File: src/rtl/bcd_ex3_pkg.sv
// -----------------------------------------------------------------------------
// bcd_ex3_pkg
// Shared types and constants for the BCD-to-excess-3 stuck-at monitor.
//   state_t     : alarm FSM state, 2-bit encoding exported on the state port
//   EX3_OFFSET  : excess-3 offset added to every valid BCD digit
//   BCD_MAX     : largest legal BCD digit value
// -----------------------------------------------------------------------------
package bcd_ex3_pkg;

   typedef enum logic [1:0] {
      ST_OK      = 2'b00,
      ST_SUSPECT = 2'b01,
      ST_FAULTY  = 2'b10
   } state_t;

   localparam logic [3:0] EX3_OFFSET = 4'd3;
   localparam logic [3:0] BCD_MAX    = 4'd9;

endpackage

File: src/rtl/bcd_ex3_sa_monitor_if.sv
// -----------------------------------------------------------------------------
// bcd_ex3_sa_monitor_if
// Valid/ready word interface of the stuck-at monitor.
//   master : producer/consumer side (testbench or self-test block)
//            drives in_valid, din, q, out_ready
//   slave  : the monitor; drives in_ready, out_valid, dout, sa0_map,
//            sa1_map, bad_digit
// -----------------------------------------------------------------------------
interface bcd_ex3_sa_monitor_if #(
   parameter int DIGITS = 4
);
   logic                  in_valid;
   logic                  in_ready;
   logic [4*DIGITS-1:0]   din;
   logic [4*DIGITS-1:0]   q;
   logic                  out_valid;
   logic                  out_ready;
   logic [4*DIGITS-1:0]   dout;
   logic [4*DIGITS-1:0]   sa0_map;
   logic [4*DIGITS-1:0]   sa1_map;
   logic [DIGITS-1:0]     bad_digit;

   modport master (
      output in_valid, din, q, out_ready,
      input  in_ready, out_valid, dout, sa0_map, sa1_map, bad_digit
   );

   modport slave (
      input  in_valid, din, q, out_ready,
      output in_ready, out_valid, dout, sa0_map, sa1_map, bad_digit
   );
endinterface

File: src/rtl/bcd_ex3_digit.sv
// -----------------------------------------------------------------------------
// bcd_ex3_digit
// Combinational reference for one BCD digit.
//   d   : BCD digit in
//   q   : observed excess-3 nibble from the converter under test
//   ex3 : expected excess-3 nibble (0000 for an illegal digit)
//   sa0 : expected 1, observed 0
//   sa1 : expected 0, observed 1 (only with SA1_DETECT_EN, else 0)
//   bad : digit is greater than 9
// Build option: define SA1_DETECT_EN to enable stuck-at-1 detection.
// -----------------------------------------------------------------------------
module bcd_ex3_digit
   import bcd_ex3_pkg::*;
(
   input  logic [3:0] d,
   input  logic [3:0] q,
   output logic [3:0] ex3,
   output logic [3:0] sa0,
   output logic [3:0] sa1,
   output logic       bad
);

   assign bad = (d > BCD_MAX);
   // An illegal digit has no meaningful reference; expected nibble is zero,
   // which also forces its sa0 bits to zero.
   assign ex3 = bad ? 4'd0 : d + EX3_OFFSET;
   assign sa0 = ex3 & ~q;

`ifdef SA1_DETECT_EN
   assign sa1 = bad ? 4'd0 : (~ex3 & q);
`else
   assign sa1 = 4'd0;
`endif

endmodule

File: src/rtl/bcd_ex3_sa_monitor.sv
// -----------------------------------------------------------------------------
// bcd_ex3_sa_monitor
// Multi-digit BCD-to-excess-3 reference converter that checks an external
// converter's output for per-bit stuck-at faults and tracks fault history.
//   clk, rst_n   : clock, asynchronous active-low reset
//   clr          : synchronous clear of sticky map, counter and alarm FSM
//   bus (slave)  : in_valid/in_ready/din/q in, out_valid/out_ready/dout/
//                  sa0_map/sa1_map/bad_digit out (1-cycle registered result)
//   fault_sticky : OR of all fault maps since reset/clr
//   fault_cnt    : saturating count of faulty words
//   state, alarm : alarm FSM state (OK/SUSPECT/FAULTY), alarm = FAULTY
// Build option: define SA1_DETECT_EN to enable stuck-at-1 detection.
// -----------------------------------------------------------------------------
module bcd_ex3_sa_monitor
   import bcd_ex3_pkg::*;
#(
   parameter int DIGITS = 4,
   parameter int THRESH = 3,
   parameter int CNT_W  = 16
) (
   input  logic                  clk,
   input  logic                  rst_n,
   input  logic                  clr,
   bcd_ex3_sa_monitor_if.slave   bus,
   output logic [4*DIGITS-1:0]   fault_sticky,
   output logic [CNT_W-1:0]      fault_cnt,
   output logic [1:0]            state,
   output logic                  alarm
);

   localparam int W     = 4 * DIGITS;
   localparam int RUN_W = $clog2(THRESH + 1);
   localparam logic [RUN_W-1:0] THRESH_R = RUN_W'(THRESH);

   logic [W-1:0]      ex3_w, sa0_w, sa1_w;
   logic [DIGITS-1:0] bad_w;
   logic              accept, faulty, clean;
   state_t            st;
   logic [RUN_W-1:0]  run;
   logic [RUN_W-1:0]  run_inc;

   for (genvar k = 0; k < DIGITS; k++) begin : g_digit
      bcd_ex3_digit u_digit (
         .d   (bus.din[4*k +: 4]),
         .q   (bus.q[4*k +: 4]),
         .ex3 (ex3_w[4*k +: 4]),
         .sa0 (sa0_w[4*k +: 4]),
         .sa1 (sa1_w[4*k +: 4]),
         .bad (bad_w[k])
      );
   end

   assign bus.in_ready = !bus.out_valid | bus.out_ready;
   assign accept       = bus.in_valid & bus.in_ready;
   assign faulty       = |(sa0_w | sa1_w);
   // A word carrying only bad digits is neither faulty nor clean.
   assign clean        = !faulty && !(|bad_w);
   assign run_inc      = run + 1'b1;
   assign state        = st;

   // Result register: holds while stalled, drops valid after a transfer.
   // NOTE: sequential state uses non-blocking (<=) so every flop samples
   // pre-edge values regardless of statement order.
   always_ff @(posedge clk or negedge rst_n) begin
      if (!rst_n) begin
         bus.out_valid <= 1'b0;
         bus.dout      <= '0;
         bus.sa0_map   <= '0;
         bus.sa1_map   <= '0;
         bus.bad_digit <= '0;
      end else if (accept) begin
         bus.out_valid <= 1'b1;
         bus.dout      <= ex3_w;
         bus.sa0_map   <= sa0_w;
         bus.sa1_map   <= sa1_w;
         bus.bad_digit <= bad_w;
      end else if (bus.out_ready) begin
         bus.out_valid <= 1'b0;
      end
   end

   // Fault history and alarm FSM; clr overrides a coinciding accept.
   always_ff @(posedge clk or negedge rst_n) begin
      if (!rst_n) begin
         fault_sticky <= '0;
         fault_cnt    <= '0;
         st           <= ST_OK;
         run          <= '0;
         alarm        <= 1'b0;
      end else if (clr) begin
         fault_sticky <= '0;
         fault_cnt    <= '0;
         st           <= ST_OK;
         run          <= '0;
         alarm        <= 1'b0;
      end else if (accept) begin
         fault_sticky <= fault_sticky | sa0_w | sa1_w;
         if (faulty && fault_cnt != {CNT_W{1'b1}})
            fault_cnt <= fault_cnt + 1'b1;
         unique case (st)
            ST_OK: begin
               if (faulty) begin
                  run <= RUN_W'(1);
                  if (THRESH == 1) begin
                     st    <= ST_FAULTY;
                     alarm <= 1'b1;
                  end else begin
                     st    <= ST_SUSPECT;
                  end
               end
            end
            ST_SUSPECT: begin
               if (faulty) begin
                  run <= run_inc;
                  if (run_inc >= THRESH_R) begin
                     st    <= ST_FAULTY;
                     alarm <= 1'b1;
                  end
               end else if (clean) begin
                  st  <= ST_OK;
                  run <= '0;
               end
            end
            ST_FAULTY: ;
            default: begin
               st    <= ST_OK;
               run   <= '0;
               alarm <= 1'b0;
            end
         endcase
      end
   end

endmodule

File: src/flat_wrapper.sv
// flat-port wrapper written by rule: the top's interface ports become plain ports
module bcd_ex3_sa_monitor_flat import bcd_ex3_pkg::*;
#(
   parameter int DIGITS = 4,
   parameter int THRESH = 3,
   parameter int CNT_W  = 16
)
  (clk, rst_n, clr, fault_sticky, fault_cnt, state, alarm, bus_in_valid, bus_din, bus_q, bus_out_ready, bus_in_ready, bus_out_valid, bus_dout, bus_sa0_map, bus_sa1_map, bus_bad_digit);
  bcd_ex3_sa_monitor_if #(.DIGITS(DIGITS)) bus_i ();
  input  logic clk;
  input  logic rst_n;
  input  logic clr;
  output logic [4*DIGITS-1:0] fault_sticky;
  output logic [CNT_W-1:0] fault_cnt;
  output logic [1:0] state;
  output logic alarm;
  input wire logic [$bits(bus_i.in_valid)-1:0] bus_in_valid;
  input wire logic [$bits(bus_i.din)-1:0] bus_din;
  input wire logic [$bits(bus_i.q)-1:0] bus_q;
  input wire logic [$bits(bus_i.out_ready)-1:0] bus_out_ready;
  output wire logic [$bits(bus_i.in_ready)-1:0] bus_in_ready;
  output wire logic [$bits(bus_i.out_valid)-1:0] bus_out_valid;
  output wire logic [$bits(bus_i.dout)-1:0] bus_dout;
  output wire logic [$bits(bus_i.sa0_map)-1:0] bus_sa0_map;
  output wire logic [$bits(bus_i.sa1_map)-1:0] bus_sa1_map;
  output wire logic [$bits(bus_i.bad_digit)-1:0] bus_bad_digit;
  assign bus_i.in_valid = bus_in_valid;
  assign bus_i.din = bus_din;
  assign bus_i.q = bus_q;
  assign bus_i.out_ready = bus_out_ready;
  assign bus_in_ready = bus_i.in_ready;
  assign bus_out_valid = bus_i.out_valid;
  assign bus_dout = bus_i.dout;
  assign bus_sa0_map = bus_i.sa0_map;
  assign bus_sa1_map = bus_i.sa1_map;
  assign bus_bad_digit = bus_i.bad_digit;
  bcd_ex3_sa_monitor #(.DIGITS(DIGITS), .THRESH(THRESH), .CNT_W(CNT_W)) u_core (.clk(clk), .rst_n(rst_n), .clr(clr), .bus(bus_i), .fault_sticky(fault_sticky), .fault_cnt(fault_cnt), .state(state), .alarm(alarm));
endmodule
File: config.mk
export PLATFORM = sky130hd
export DESIGN_NAME = bcd_ex3_sa_monitor_flat
export DESIGN_NICKNAME = d
export VERILOG_FILES = /design/src/rtl/bcd_ex3_pkg.sv /design/src/rtl/bcd_ex3_sa_monitor_if.sv /design/src/rtl/bcd_ex3_digit.sv /design/src/rtl/bcd_ex3_sa_monitor.sv /design/src/flat_wrapper.sv
export SDC_FILE = /design/constraint.sdc
export NUM_CORES = 1
export LEC_CHECK = 0
export CAP_MARGIN = 5
export CORE_UTILIZATION = 46
export CTS_CLUSTER_SIZE = 24
export DETAILED_ROUTE_END_ITERATION = 8
export MAX_ROUTING_LAYER = met4
export PLACE_DENSITY = 0.82
export SYNTH_ARGS = -nofsm -noshare
export SYNTH_HDL_FRONTEND = slang
export SYNTH_SLANG_ARGS = --single-unit
File: constraint.sdc
create_clock -name clk -period 2.7 [get_ports clk]
set_input_delay 0.54 -clock clk [delete_from_list [all_inputs] [get_ports clk]]
set_output_delay 0.54 -clock clk [all_outputs]
set_load 0.1 [all_outputs]
Word-level counts from Yosys, hierarchy flattened
Cells that the tools add are included.
{"block": "classes", "n_lt_le_gt_ge": 5, "reduce_logical": 16, "n_mux": 27, "add_sub_neg": 6, "n_bitwise": 11, "n_eq_ne": 10}
{"operator": "16-bit 2-to-1 mux", "count": 5}
{"operator": "2-bit 2-to-1 mux", "count": 9}
{"operator": "16-bit by 1-bit adder with 16-bit output, second input constant", "count": 1}
{"operator": "4-bit by 2-bit adder with 4-bit output, second input constant", "count": 4}
{"operator": "4-bit bitwise AND", "count": 4}
{"operator": "4-bit greater-than comparator, second input constant", "count": 4}
{"operator": "4-bit 2-to-1 mux", "count": 4}
{"operator": "16-bit != test, second input constant", "count": 1}
{"operator": "4-bit NOT", "count": 4}
{"operator": "16-bit bitwise OR", "count": 1}
{"operator": "16-bit OR reduction", "count": 1}
{"operator": "2-bit case mux with 3 select lines", "count": 2}
{"operator": "3-bit by 2-bit != test with 1-bit output, second input constant", "count": 3}
{"operator": "4-bit AND reduction", "count": 2}
{"operator": "1-bit 2-to-1 mux", "count": 6}
{"operator": "2-bit nonzero test", "count": 3}
{"operator": "5-bit AND reduction", "count": 1}
{"operator": "4-bit by 2-bit != test with 1-bit output, second input constant", "count": 1}
{"operator": "4-bit != test, second input constant", "count": 1}
{"operator": "4-bit OR reduction", "count": 1}
{"operator": "1-bit zero test", "count": 3}
{"operator": "2-bit by 1-bit adder with 2-bit output, second input constant", "count": 1}
{"operator": "2-bit by 1-bit == test with 1-bit output, second input constant", "count": 1}
{"operator": "2-bit == test, second input constant", "count": 1}
{"operator": "other kinds (10)", "count": 11}
{"block": "word_totals", "ff_bits": 74, "out_inout_bits": 89}

Longest topological paths before layout
{"block": "depth", "word_depth": 11, "ltp_mapped": 12}

Hierarchy
From an unflattened synthesis, not the netlist that was laid out.
{"block": "unflattened", "cells_unflattened": 532, "area_unflattened_um2": 4444.3}
{"module": "bcd_ex3_sa_monitor", "cells_per_inst": 428, "instances": 1, "area_per_inst_um2": 3848.7, "seq_area_each_um2": 2252.2}
{"module": "bcd_ex3_digit", "cells_per_inst": 26, "instances": 4, "area_per_inst_um2": 148.9, "seq_area_each_um2": 0.0}

Worst setup path before layout
No wires, ideal clock.
{"block": "synth_path", "kind": "flip-flop to flip-flop", "startpoint": "register u_core.bus.out_valid", "endpoint": "register u_core.fault_cnt[9]", "path_stages_with_launch": 8, "n_path_buf": 0, "arrival_ns": 2.948, "path_slack_ns": -0.376, "path_cell_list": "dfrtp_1 -> nand2b_1 -> nand2_1 -> nor2_1 -> nand2b_1 -> a21oi_1 -> and2_1 -> mux2_1"}
{"block": "synth_via", "elab_chain_cells": 5}
{"element": "start: declaration", "line_no": "bcd_ex3_sa_monitor_if.sv:30", "rtl": "output in_ready, out_valid, dout, sa0_map, sa1_map, bad_digit"}
{"element": "start signal: assignment", "line_no": "bcd_ex3_sa_monitor.sv:66", "rtl": "bus.out_valid <= 1'b0;"}
{"element": "start signal: assignment", "line_no": "bcd_ex3_sa_monitor.sv:72", "rtl": "bus.out_valid <= 1'b1;"}
{"element": "start signal: assignment", "line_no": "bcd_ex3_sa_monitor.sv:78", "rtl": "bus.out_valid <= 1'b0;"}
{"element": "1-bit zero test", "line_no": "bcd_ex3_sa_monitor.sv:53", "rtl": "assign bus.in_ready = !bus.out_valid | bus.out_ready;"}
{"element": "1-bit bitwise OR", "line_no": "bcd_ex3_sa_monitor.sv:53"}
{"element": "named net bus_in_ready", "line_no": "flat_wrapper.sv:21", "rtl": "output wire logic [$bits(bus_i.in_ready)-1:0] bus_in_ready;"}
{"element": "1-bit bitwise AND", "line_no": "bcd_ex3_sa_monitor.sv:54", "rtl": "assign accept = bus.in_valid & bus.in_ready;"}
{"element": "2-bit nonzero test (no source line)"}
{"element": "2-bit AND reduction (no source line)"}
{"element": "end signal: assignment", "line_no": "bcd_ex3_sa_monitor.sv:99", "rtl": "fault_cnt <= fault_cnt + 1'b1;"}
{"element": "end: declaration", "line_no": "bcd_ex3_sa_monitor.sv:26", "rtl": "output logic [CNT_W-1:0] fault_cnt,"}
The timed path passes the listed nets, and every way through them passes these cells.
A chain may end at the register's enable or synchronous reset.

Worst setup path after layout
{"block": "layout_path", "startpoint": "input bus_din[13]", "endpoint": "register u_core.fault_cnt[12]"}
{"block": "layout_via", "elab_chain_cells": 7, "word_cells_on_any_way": 8, "cone_classes": "add/sub: 1; order compare: 1; mux: 1; bitwise: 1; reduce/logical: 4"}
{"element": "start: declaration", "line_no": "flat_wrapper.sv:18", "rtl": "input wire logic [$bits(bus_i.din)-1:0] bus_din;"}
{"element": "4-bit by 2-bit adder with 4-bit output or 4-bit greater-than comparator (tied branches)", "line_no": "bcd_ex3_digit.sv:26, bcd_ex3_digit.sv:23"}
{"element": "4-bit 2-to-1 mux *", "line_no": "bcd_ex3_digit.sv:26", "rtl": "assign ex3 = bad ? 4'd0 : d + EX3_OFFSET;"}
{"element": "4-bit bitwise AND *", "line_no": "bcd_ex3_digit.sv:27", "rtl": "assign sa0 = ex3 & ~q;"}
{"element": "16-bit OR reduction *", "line_no": "bcd_ex3_sa_monitor.sv:55", "rtl": "assign faulty = |(sa0_w | sa1_w);"}
{"element": "1-bit logical AND *", "line_no": "bcd_ex3_sa_monitor.sv:98", "rtl": "if (faulty && fault_cnt != {CNT_W{1'b1}})"}
{"element": "2-bit nonzero test (no source line) *"}
{"element": "2-bit AND reduction (no source line) *"}
Every way passes the cells marked *; elsewhere a longest branch is shown, timed or not.

==> results.tsv <==
metric	value	unit
Die ar.	0.00850	sq mm
crit-path max FO	7	
Synth area leader	dfrtp_1	
die width	92.2	um
Max Freq	373	MHz
clock buffer depth	2	
async set-or-reset flop fraction in the synthesized netlist	100	%
Gate Count Post-Synth	389	
NumNets Final	593	
CTS root buffer	clkbuf_8	
DR vias/cell	5.34	
# placed instances	629	
final instance area	0.00535	sq mm
CTS tree	yes	
hold bufs inserted after CTS	0	
top-count cell post-synth	dfrtp_1	
initial antenna violation count	0	
Reg clk slew, reported paths	0.08	ns
Initial Utilization	47.9	%
Tcrit/Tclk final	99.3	%
Avg WL per Cell	15.7	um
vias	3481	
total congestion overflow	0	
hpwl dp	7410	um
row count	32	
Slew Limit Fails	0	
largest net degree at the start of global routing	75	
final instance count without filler cells	652	
Clk network pwr share	26.8	%
first-pass GRT wire length	16200	um
Yosys top cell area share	49.5	%
Antenna Nets Post-Route	0	
Area Growth Syn to Fin	42.8	%
CTS H-tree depth	3	
number of synthesized flops with an enable pin	0	
status	complete, no violations	
CP max-delay cell	clkdlybuf4s50_1	
CP Class	in -> reg	
#FFs+latches synth	74	
startpoint types	primary input	
GPL Wtd Cong	0.829	
dpl cell area	0.00500	sq mm
core area	0.00781	sq mm
Flop pwr share	35.4	%
syn avg cell area	9.62	sq um
cell-internal power	2080	uW
Design Power	3540	uW
Die H	92.2	um
final core occ	68.5	%
Netlist Area Pre-Place	0.00374	sq mm
drt first pass iters	4	
worst vdd ir	0.404	mV
Sequential Area	0.00185	sq mm
1st-iter DRT viols	147	
CTS buffer count	9	
Crit. End Element	register	
clk sinks	74	
minimum clock period	2.68	ns
max cap viols	0	
HP Class	in -> async	
leakage	0.00270	uW
unrepaired setup endpoints after global routing	yes	
DRT Wirelength	10200	um
sequential fraction of the synthesis area	49.5	%
gr usage total	25.2	%
Port-buffer cells	109	
Yosys cell types	50	
synth top area cells	dfrtp_1 49%, nor2_1 6.2%, nand2_1 3.7%, ha_1 3.3%, a21oi_1 3.2%	
Relative slew margins	38.3	%
clock latency at the later pin of the worst-skew pair	0.34	ns
CP max stage delay	0.44	ns
Setup Skew	0.00940	ns
Post-synth top cells	74 x dfrtp_1, 62 x nor2_1, 37 x nand2_1	
CP delay by family, top	simple AND/OR/NAND/NOR gates	
filler cell count in the final layout	614	
I/O Pins	126	
Syn. warnings	0	
Comb power frac	37.8	%
setup violators final	0	
DRC viols	0	
top_reg_cell synth	dfrtp_1	
Sw Share	41.4	%
sw power	1470	uW
crit path cell chain	clkdlybuf4s50_1 -> inv_1 -> ha_2 -> o21ba_4 -> nor2_4 -> nor3_2 -> nor4_4 -> buf_4 -> and2_4 -> nor4_1 -> mux2_1	
PwrDens	662	mW/mm^2
vias in the first global route	3345	
layout cells sized above 1	30.5	%
final hold vios	0	
WP data arrival	2.90	ns
area of the multi-input gates	0.00175	sq mm
CP Data Required Time	2.92	ns
antenna cells	0	
Buffers & Inverters on Critical Path	3	
pin slew with the least headroom to its limit	0.925	ns
[power by group through the flow]
stage / Sequential, uW / Clock [uW] / Combinational [uW]
final: 1260 / 949 / 1340
after global routing: 1260 / 1020 / 1390
after CTS: 1250 / 968 / 1320
after detailed placement: 1280 / 0 / 1300
after global placement: 1270 / 0 / 1290
after floorplan: 1870 / 0 / 355
[worst paths after layout]
check | end | slack, ns | cells after the start | startpoint
hold reg to reg | u_core.bus.sa0_map[7] | 0.48 | 1 | u_core.bus.sa0_map[7]
max in group asynchronous | u_core.fault_cnt[2] | 1.77 | 1 | rst_n
min in group clk | u_core.bus.sa0_map[7] | 0.48 | 1 | u_core.bus.sa0_map[7]
setup reg to reg | u_core.fault_cnt[9] | 0.49 | 7 | u_core.fault_cnt[5]
hold / removal | u_core.fault_sticky[6] | 0.34 | 1 | rst_n
setup / recovery | u_core.fault_cnt[12] | 0.02 | 11 | bus_din[13]
[layer usage]
layer  share of wire, %  global-route usage [%]  up-vias
met2                 49                    41.0      114
li1                   -                       -     1650
met5                  0                       -        -
met3                5.3                    3.65       21
met4                2.5                    10.4        0
met1                 43                    31.6     1696
[cell type report]
class / instances / area share, %
clock buffer: 11 / 2.64
clock inverter: 4 / 1.43
inverter: 16 / 1.12
multi-input combinational: 283 / 32.8
sequential: 74 / 34.6
tap: 102 / 2.39
timing repair buffer: 162 / 25.0
[through the flow]
stage	worst slack [ns]	setup TNS (ns)	hold WS (ns)
final	0.0187	0	0.342
after global routing	-0.0568	-0.200	0.391
after CTS	0.00333	0	0.365
after detailed placement	-0.458	-7.15	0.468
after global placement	-0.361	-5.21	0.461
after floorplan	0.0115	0	0.244
[cells in the final DEF (no fill, tap or decap), types with 5 or more instances in the layout]
cell,n
conb_1,16
buf_4,125
mux2_1,6
or4_1,7
o21ai_0,6
clkbuf_8,10
nor2b_1,6
nand2b_1,8
nand2_1,36
nor2_1,58
a21oi_1,24
clkdlybuf4s50_1,32
a21o_1,5
inv_1,15
a22o_1,10
nand3_1,9
and3_1,5
dfrtp_1,74
o31ai_1,14
ha_1,7
[logic make-up after synthesis]
group	share of synthesized area (%)
compound gates	16.3
xor+xnor	1.40
fa+ha+maj	3.34
buf+inv	6.92
flops	49.5
mux	2.67
other cells	0.100
simple gates	19.8
[state kept, by name (all words and copies together), names as in the netlist, 2 cells and up]
name                  count
u_core.run                2
u_core.bus.bad_digit      4
u_core.fault_cnt         16
u_core.bus.sa0_map       16
u_core.bus.dout          16
u_core.fault_sticky      16
u_core.state              2
[worst reg2reg max path, stage by stage, from the launching register on]
cell and delay [ns]:
dfrtp_1 0.45, and4_1 0.31, nand3_1 0.13, nor3_2 0.48, nand2b_1 0.17, a21oi_1 0.05
and2_1 0.17, mux2_1 0.31
[timing repair]
| action | 4_1_cts | 5_1_grt |
|---|---|---|
| setup endpoints to repair | 9 | 13 |
| pin swaps | 4 | 5 |
| setup buffers | 4 | 4 |
| resized for setup | 6 | 15 |
(Power assumes the default switching activity.)
